<file path="src/rtl/bram_rd_pkg.sv">
// Shared definitions for the top-row BRAM read path.
//   ADDR_W     : BRAM row address / offset width
//   CNT_W      : width of the x, y and feature-map counters
//   RD_LATENCY : edges from the read-request pulse rising to the edge that
//                samples the row reader's `last`
//   state_t    : scheduler state encoding
package bram_rd_pkg;

  localparam int ADDR_W     = 13;
  localparam int CNT_W      = 10;
  localparam int RD_LATENCY = 2;

  typedef enum logic [2:0] {
    IDLE,
    ISSUE,
    WAIT,
    ADV,
    DONE
  } state_t;

endpackage

</file>
<file path="src/rtl/bram_row_rd_sched.sv">
// bram_row_rd_sched
// Walks every patch (x, y) of a bar and every bottom feature map i, issuing
// one row-read request per (x, y, i) to the row reader and waiting for its
// `last` before moving on. Loop order: i innermost, then y, then x.
// Offset = x*num_y + y + i*fm_stride (mod 2^ADDR_W), built incrementally.
//
// Ports
//   clk, rst_n                  : clock, asynchronous active-low reset
//   start                       : one-cycle pulse, latches cfg_* and begins a pass
//   cfg_num_x/_num_y/_num_fm    : loop counts (any zero -> empty pass)
//   cfg_fm_stride               : address stride between feature maps
//   row_ready                   : consumer can accept the next row
//   rd_data_bram_row_last       : last-valid strobe from the row reader
//   rd_data_bottom              : one-cycle read-request pulse
//   rd_data_bram_row_ith_offset : row address, stable from pulse until `last`
//   busy                        : pass in progress
//   done                        : one-cycle pulse at the end of a pass
module bram_row_rd_sched #(
  parameter int ADDR_W = bram_rd_pkg::ADDR_W,
  parameter int CNT_W  = bram_rd_pkg::CNT_W
) (
  input  logic              clk,
  input  logic              rst_n,
  input  logic              start,
  input  logic [CNT_W-1:0]  cfg_num_x,
  input  logic [CNT_W-1:0]  cfg_num_y,
  input  logic [CNT_W-1:0]  cfg_num_fm,
  input  logic [ADDR_W-1:0] cfg_fm_stride,
  input  logic              row_ready,
  input  logic              rd_data_bram_row_last,
  output logic              rd_data_bottom,
  output logic [ADDR_W-1:0] rd_data_bram_row_ith_offset,
  output logic              busy,
  output logic              done
);
  import bram_rd_pkg::*;

  state_t            r_state, w_state_next;

  logic [CNT_W-1:0]  r_num_x, r_num_y, r_num_fm;
  logic [ADDR_W-1:0] r_fm_stride;

  logic [CNT_W-1:0]  r_x, r_y, r_i;
  logic [CNT_W-1:0]  w_x_next, w_y_next, w_i_next;
  logic [ADDR_W-1:0] r_row_base, r_fm_base;
  logic [ADDR_W-1:0] w_row_base_next, w_fm_base_next;

  logic              r_rd_pulse, r_busy, r_done;
  logic [ADDR_W-1:0] r_offset;

  logic              w_start_ok, w_zero_cfg;
  logic              w_i_last, w_y_last, w_x_last, w_final;

  // busy stays high for the cycle after DONE (registered output), so the
  // registered flag also gates start to honour "ignored while busy".
  assign w_start_ok = start && (r_state == IDLE) && !r_busy;
  assign w_zero_cfg = (cfg_num_x == '0) || (cfg_num_y == '0) || (cfg_num_fm == '0);

  assign w_i_last = (r_i == r_num_fm - CNT_W'(1));
  assign w_y_last = (r_y == r_num_y  - CNT_W'(1));
  assign w_x_last = (r_x == r_num_x  - CNT_W'(1));
  assign w_final  = w_i_last && w_y_last && w_x_last;

  always_comb begin
    w_state_next    = r_state;
    w_x_next        = r_x;
    w_y_next        = r_y;
    w_i_next        = r_i;
    w_row_base_next = r_row_base;
    w_fm_base_next  = r_fm_base;

    case (r_state)
      IDLE: begin
        if (w_start_ok) begin
          w_x_next        = '0;
          w_y_next        = '0;
          w_i_next        = '0;
          w_row_base_next = '0;
          w_fm_base_next  = '0;
          w_state_next    = w_zero_cfg ? DONE : ISSUE;
        end
      end
      ISSUE: begin
        if (row_ready) w_state_next = WAIT;
      end
      WAIT: begin
        if (rd_data_bram_row_last) w_state_next = ADV;
      end
      ADV: begin
        if (w_final) begin
          // Counters are left alone so the offset of the final row holds.
          w_state_next = DONE;
        end else begin
          w_state_next = ISSUE;
          if (!w_i_last) begin
            w_i_next       = r_i + CNT_W'(1);
            w_fm_base_next = r_fm_base + r_fm_stride;
          end else begin
            // i wraps; x*num_y + y is contiguous, so the row base moves by
            // one whether y steps or y wraps and x steps.
            w_i_next        = '0;
            w_fm_base_next  = '0;
            w_row_base_next = r_row_base + ADDR_W'(1);
            if (!w_y_last) begin
              w_y_next = r_y + CNT_W'(1);
            end else begin
              w_y_next = '0;
              w_x_next = r_x + CNT_W'(1);
            end
          end
        end
      end
      DONE: begin
        w_state_next = IDLE;
      end
      default: begin
        w_state_next = IDLE;
      end
    endcase
  end

  always_ff @(posedge clk or negedge rst_n) begin
    if (!rst_n) begin
      r_state     <= IDLE;
      r_num_x     <= '0;
      r_num_y     <= '0;
      r_num_fm    <= '0;
      r_fm_stride <= '0;
      r_x         <= '0;
      r_y         <= '0;
      r_i         <= '0;
      r_row_base  <= '0;
      r_fm_base   <= '0;
      r_rd_pulse  <= 1'b0;
      r_offset    <= '0;
      r_busy      <= 1'b0;
      r_done      <= 1'b0;
    end else begin
      r_state    <= w_state_next;
      r_x        <= w_x_next;
      r_y        <= w_y_next;
      r_i        <= w_i_next;
      r_row_base <= w_row_base_next;
      r_fm_base  <= w_fm_base_next;

      if (w_start_ok) begin
        r_num_x     <= cfg_num_x;
        r_num_y     <= cfg_num_y;
        r_num_fm    <= cfg_num_fm;
        r_fm_stride <= cfg_fm_stride;
      end

      // Bases only move on start or in ADV, so the offset is stable
      // through ISSUE stalls and WAIT.
      r_offset   <= w_row_base_next + w_fm_base_next;
      r_rd_pulse <= (r_state == ISSUE) && row_ready;
      r_busy     <= (r_state != IDLE);
      r_done     <= (r_state == DONE);
    end
  end

  assign rd_data_bottom              = r_rd_pulse;
  assign rd_data_bram_row_ith_offset = r_offset;
  assign busy                        = r_busy;
  assign done                        = r_done;

endmodule

</file>
<file path="config.mk">
export PLATFORM = sky130hd
export DESIGN_NAME = bram_row_rd_sched
export DESIGN_NICKNAME = d
export VERILOG_FILES = /design/src/rtl/bram_rd_pkg.sv /design/src/rtl/bram_row_rd_sched.sv
export SDC_FILE = /design/constraint.sdc
export NUM_CORES = 1
export LEC_CHECK = 0
export ABC_CLOCK_PERIOD_IN_PS = 4400
export CAP_MARGIN = 20
export CORE_MARGIN = 2
export CORE_UTILIZATION = 50
export DETAILED_ROUTE_END_ITERATION = 8
export HOLD_SLACK_MARGIN = 0.12
export PLACE_DENSITY = 0.73
export SYNTH_ARGS = -nofsm -noshare
export SYNTH_HDL_FRONTEND = slang
export SYNTH_SLANG_ARGS = --single-unit
</file>
<file path="constraint.sdc">
create_clock -name clk -period 4.4 [get_ports clk]
set_input_delay 1.1 -clock clk [delete_from_list [all_inputs] [get_ports clk]]
set_output_delay 1.1 -clock clk [all_outputs]
set_load 0.01 [all_outputs]
</file>
# Word level (Yosys, flattened, before mapping)
# Cells that the tools add are included.
# word_totals
latch_bits	0
out_inout_bits	16
ramBits	0
memories	0
word_cells	80
romBits	0
reg_bits	118
# op_classes
eq_ne	13
magnitude_cmp	0
mul	0
reduce_logical	18
mux	26
bitwise	0
n_div	0
shifts	0
add_sub_neg	9
# op_table
cell	n
$mux 10	9
$mux 13	6
$pmux 10 s2	3
$pmux 13 s2	2
$add 10x1->10 const B	3
$eq 10x10->1	3
$logic_not 10->1	3
$sub 10x1->10 const B	3
$add 13x13->13	2
$mux 3	5
$add 13x1->13 const B	1
$ne 2x2->1 const B	6
$pmux 3 s4	1
$eq 3x2->1 const B	2
$reduce_and 3->1	2
$logic_and 1x1->1	5
$reduce_and 5->1	1
$reduce_and 4->1	1
$eq 3x1->1 const B	1
$eq 3x3->1 const B	1
$logic_not 3->1	1
$reduce_bool 3->1	1
$logic_or 1x1->1	2
$reduce_bool 2->1	1
$logic_not 1->1	1

# Longest topological paths before layout
# logic_depth
word_depth	7
depth_mapped	24

# Worst setup path before layout
# OpenSTA, ideal clock, no wires.
# synth_timing
kind	register to register
start	register r_num_x[0]
end	register r_offset[12] (netlist: rd_data_bram_row_ith_offset[12])
path_buffers	1
stages_incl_launch_ff	23
t_arrival_ps	4701
period_less_slack_ps	4824
t_required_ps	4277
setup_time_ps	123
path_slack_ps	-424
cell_sequence	dfrtp_1 or4_4 or3_4 a2111oi_4 o2111ai_2 nor4b_4 nor2_4 a21oi_4 buf_4 nand2_1 o21ai_0 ha_1 inv_1 fa_1 nor2b_1 o31a_1 o211ai_1 nand2_1 a311oi_1 o2111a_1 a21oi_1 nand4_1 xnor2_1
# synth_via
elab_chain_cells	6
word_cells_on_any_way	8
# synth_rtl
item	line_no	source
from (decl)	bram_row_rd_sched.sv:40	logic [CNT_W-1:0] r_num_x, r_num_y, r_num_fm;
from (signal assigned)	bram_row_rd_sched.sv:147	r_num_x <= cfg_num_x;
$sub 10x1->10	bram_row_rd_sched.sv:61	assign w_x_last = (r_x == r_num_x - CNT_W'(1));
$eq 10x10->1	bram_row_rd_sched.sv:61	
$logic_and 1x1->1	bram_row_rd_sched.sv:62	assign w_final = w_i_last && w_y_last && w_x_last;
$mux 13	bram_row_rd_sched.sv:90	if (w_final) begin
$pmux 13 s2	bram_row_rd_sched.sv:72	case (r_state)
net w_row_base_next[0]	bram_row_rd_sched.sv:46	logic [ADDR_W-1:0] w_row_base_next, w_fm_base_next;
$add 13x13->13	bram_row_rd_sched.sv:155	r_offset <= w_row_base_next + w_fm_base_next;
to (signal assigned)	bram_row_rd_sched.sv:155	
to (decl)	bram_row_rd_sched.sv:49	logic [ADDR_W-1:0] r_offset;
# The timed path passes the listed nets, and every way through them passes these cells.
# A chain may end at the register's enable or synchronous reset.

# Final worst setup path
# layout_timing
start	register r_num_x[1]
end	register r_offset[11] (netlist: rd_data_bram_row_ith_offset[11])
# Same word-level chain as after synthesis.

==> flow_summary_export.csv <==
group,metric,value,unit
status,status,"finished, violations left",
status,violations,"negative setup slack",
min_path,min_from,"r_fm_stride[7]",
final_layout,final_cell_mix,"nand2_1 (150), dfrtp_1 (118), buf_4 (100)",
placed_design,gp_congestion,0.902,
floorplan,core,14000,um2
floorplan,die_x,124,um
power,switchingPower,2.31,mW
floorplan,die_area,15400,um2
sta,skew,0.00644,ns
sta,setup_tns,-1.19,ns
final_layout,area_growth,31.4,%
sta,min_period,4.92,ns
sta,maxSlewHeadroom,34.0,%
route,viasPerCell,5.90,
synthesis,syn_nets,878,
final_layout,num_antenna_cells,0,
floorplan,initial_core_util,51.5,%
synthesis,ys.flop_type,"dfrtp_1",
critical_path,r2r_start,"r_num_x[1]",
clock_tree,clock_path_buffers,2,
clock_tree,cts_max_level,4,
placed_design,port_buffers,63,
clock_tree,cts_buffers,17,
power,pwr-share-comb,46.2,%
clock_tree,cts_tree,"yes",
global_routing,grt_pass1_vias,6886,
final_layout,nets,1026,
sta,worst_pin_slew,0.990,ns
min_path,hold_end,"r_fm_stride[7]",
clock_tree,hold_buffers,0,
critical_path,rrSetupSlack,-0.52,ns
job,cap_violations,0,
placed_design,dpl.cell_count,1094,
sta,rsz0062_at_grt,"yes",
route,drt_iter0_drc,464,
critical_path,crit_type,"register to register",
critical_path,end_kind,"register",
placed_design,dp_hpwl,13900,um
synthesis,synth.cell_area,7210,um2
route,wl,20100,um
power,powerDensity,649,nW/um2
critical_path,start_kind,"register",
route,drtAntennaViolNets,0,
final_layout,layoutNonFillerInstCount,1138,
synthesis,synth_warnings,0,
floorplan,chipHeight,124,um
critical_path,reg2reg_depth,19,
clock_tree,cts_root_buf,"clkbuf_16",
min_path,hp-class,"register to register",
final_layout,final_common_cell,"nand2_1",
synthesis,netlist_instances,797,
synthesis,synth_edf_count,0,
synthesis,yosysUniqueCellTypes,75,
final_layout,utilization,67.7,%
power,fin_total_pwr,6.15,mW
clock_tree,clock_latency,0.43,ns
sta,fin_ws,-0.521,ns
critical_path,worstPathArrival,5.22,ns
floorplan,rows,43,
sta,fmax,203,MHz
sta,period_share,112,%
power,clock_power_share,25.4,%
sta,finalHoldViolCount,0,
global_routing,track_usage,27.5,%
power,ir_drop,408,uV
sta,finalSetupViolCount,4,
synthesis,syn-mean-instance-area,9.04,um2
final_layout,layout-drive-gt1-share,19.1,%
global_routing,grt_max_degree,75,
power,p_int,3.84,mW
global_routing,overflow,0,
critical_path,critPathMaxFanout,6,
clock_tree,clock-sinks,118,
route,drc,0,
route,dr_total_vias,6713,
global_routing,grt_pass1_wl,32700,um
synthesis,synth.yosys.seq_area_share,41.0,%
final_layout,fillers,1110,
power,pwr-share-seq,28.4,%
min_path,min_path_cells,2,
critical_path,reg2reg_to,"rd_data_bram_row_ith_offset[11]",
route,firstDrtPassIters,5,
route,avgRoutedWirePerCell,17.7,um
clock_tree,cts.clk_slew.worst_paths,0.05,ns
critical_path,cp.required,4.70,ns
synthesis,ys_seq_elements,118,
power,cellLeakagePower,4.39,nW
global_routing,antenna_found_initial,0,
power,p_sw_share,37.6,%
sta,finalMaxSlewViolations,0,
floorplan,num_io_pins,64,
synthesis,async_flop_share,100,%
==> critical path, stage by stage, from the launching register on <==
cell	delay, ns
dfrtp_1	0.37
or4_4	0.55
or3_4	0.36
a2111oi_4	0.35
o2111ai_2	0.21
nor4b_4	0.44
nor2_4	0.12
nand2_2	0.11
mux2i_2	0.23
inv_1	0.09
ha_1	0.28
a21o_1	0.17
a21oi_2	0.13
o21bai_1	0.10
a21oi_2	0.16
nor2b_1	0.07
o21a_1	0.21
o31a_1	0.32
o41ai_2	0.38
xnor2_1	0.13
==> cells by family (layout without fill, tap and decap cells) <==
logic type / Yosys count / count (layout) / synth area share (%)
AND/OR/NAND/NOR: 344 / 344 / 24.6
adder cells (fa/ha/maj): 33 / 33 / 5.94
multiplexers: 13 / 13 / 1.84
AO/OA/AOI/OAI: 175 / 175 / 16.3
XOR/XNOR: 57 / 57 / 6.93
buffers and inverters: 57 / 218 / 3.38
flip-flops: 118 / 118 / 41.0
==> worst max-delay path by stage <==
stage	cells after the start	startpoint	slack [ns]	to
global route	19	r_num_x[1]	-0.73	rd_data_bram_row_ith_offset[11]
global placement	22	r_num_x[1]	-0.30	rd_data_bram_row_ith_offset[12]
floorplan	22	r_num_x[0]	-0.32	rd_data_bram_row_ith_offset[12]
finish	19	r_num_x[1]	-0.52	rd_data_bram_row_ith_offset[11]
detailed placement	19	r_num_x[1]	-0.47	rd_data_bram_row_ith_offset[11]
CTS	22	r_num_x[1]	-0.42	rd_data_bram_row_ith_offset[12]
==> Yosys cell counts (4+ instances only) <==
library cell    n  share of area (%)
nor4_1         12                1.0
dfrtp_1       118                 41
xor2_1         18                2.2
nand3_1        25                1.7
or3_1          11               0.95
a22o_1         16                1.9
nor2_1         35                1.8
ha_1           31                5.4
nor2b_1         6               0.52
a211oi_1        5               0.52
nand2_1       153                8.0
o211ai_1        4               0.42
buf_1           5               0.26
o21ai_0        53                3.7
nor3_1         14               0.97
mux2i_1        11                1.5
a21oi_1        32                2.2
nand4_1         9               0.78
a21o_1          8               0.83
o31ai_1         6               0.62
nor4b_1         5               0.61
and3_1         12                1.0
o41ai_1         5               0.61
xnor2_1        39                4.7
a31oi_1         9               0.78
nand4b_1        4               0.49
o21a_1          8               0.83
or4_1          10                1.0
inv_1          23                1.2
clkbuf_1       21                1.1
nand2b_1       18                1.6
==> state kept, by name, summed over array words and instances (netlist names) <==
name,flops
r_state,3
r_x,10
r_fm_base,13
busy,1
r_y,10
r_fm_stride,13
r_i,10
r_num_fm,10
r_num_x,10
r_row_base,13
rd_data_bram_row_ith_offset,13
done,1
rd_data_bottom,1
r_num_y,10
==> cell type report <==
cell class	count	area (um2)	share of cell area [%]
Tap cell	180	225	2.38
Clock inverter	9	170	1.80
Sequential cell	118	2950	31.2
Multi-Input combinational cell	622	4160	44.0
Timing Repair Buffer	163	1380	14.6
Inverter	23	86.3	0.912
Clock buffer	23	488	5.15
==> power by group through the flow <==
stage	sequential (mW)	combinational [mW]	clock, mW
floorplan	1.70	1.71	0
global placement	1.72	2.60	0
detailed placement	1.74	2.70	0
CTS	1.73	2.75	1.58
global route	1.78	3.13	1.62
finish	1.74	2.84	1.56
==> layer usage <==
layer / track usage (%) / vias to the layer above / wire length (um)
li1: - / 3155 / -
met1: 31.3 / 3323 / 8290
met2: 48.3 / 176 / 10300
met3: 6.18 / 59 / 786
met4: 13.9 / 0 / 782
met5: 0 / - / 0
==> stage by stage <==
| step | area (um2) | hold WS (ns) | setup WS (ns) |
|---|---|---|---|
| after floorplan | 7220 | 0.452 | -0.318 |
| after global placement | 8590 | 0.473 | -0.305 |
| after detailed placement | 8590 | 0.472 | -0.468 |
| after CTS | 9290 | 0.489 | -0.417 |
| after global routing | 9470 | 0.518 | -0.731 |
| final | 9470 | 0.485 | -0.521 |
==> timing repair <==
item	in CTS	in global routing
pin swaps	7	24
setup buffers	3	9
gates resized for setup	4	33
setup endpoints to repair	4	8
Note: power is estimated with default switching activity, not from simulation.
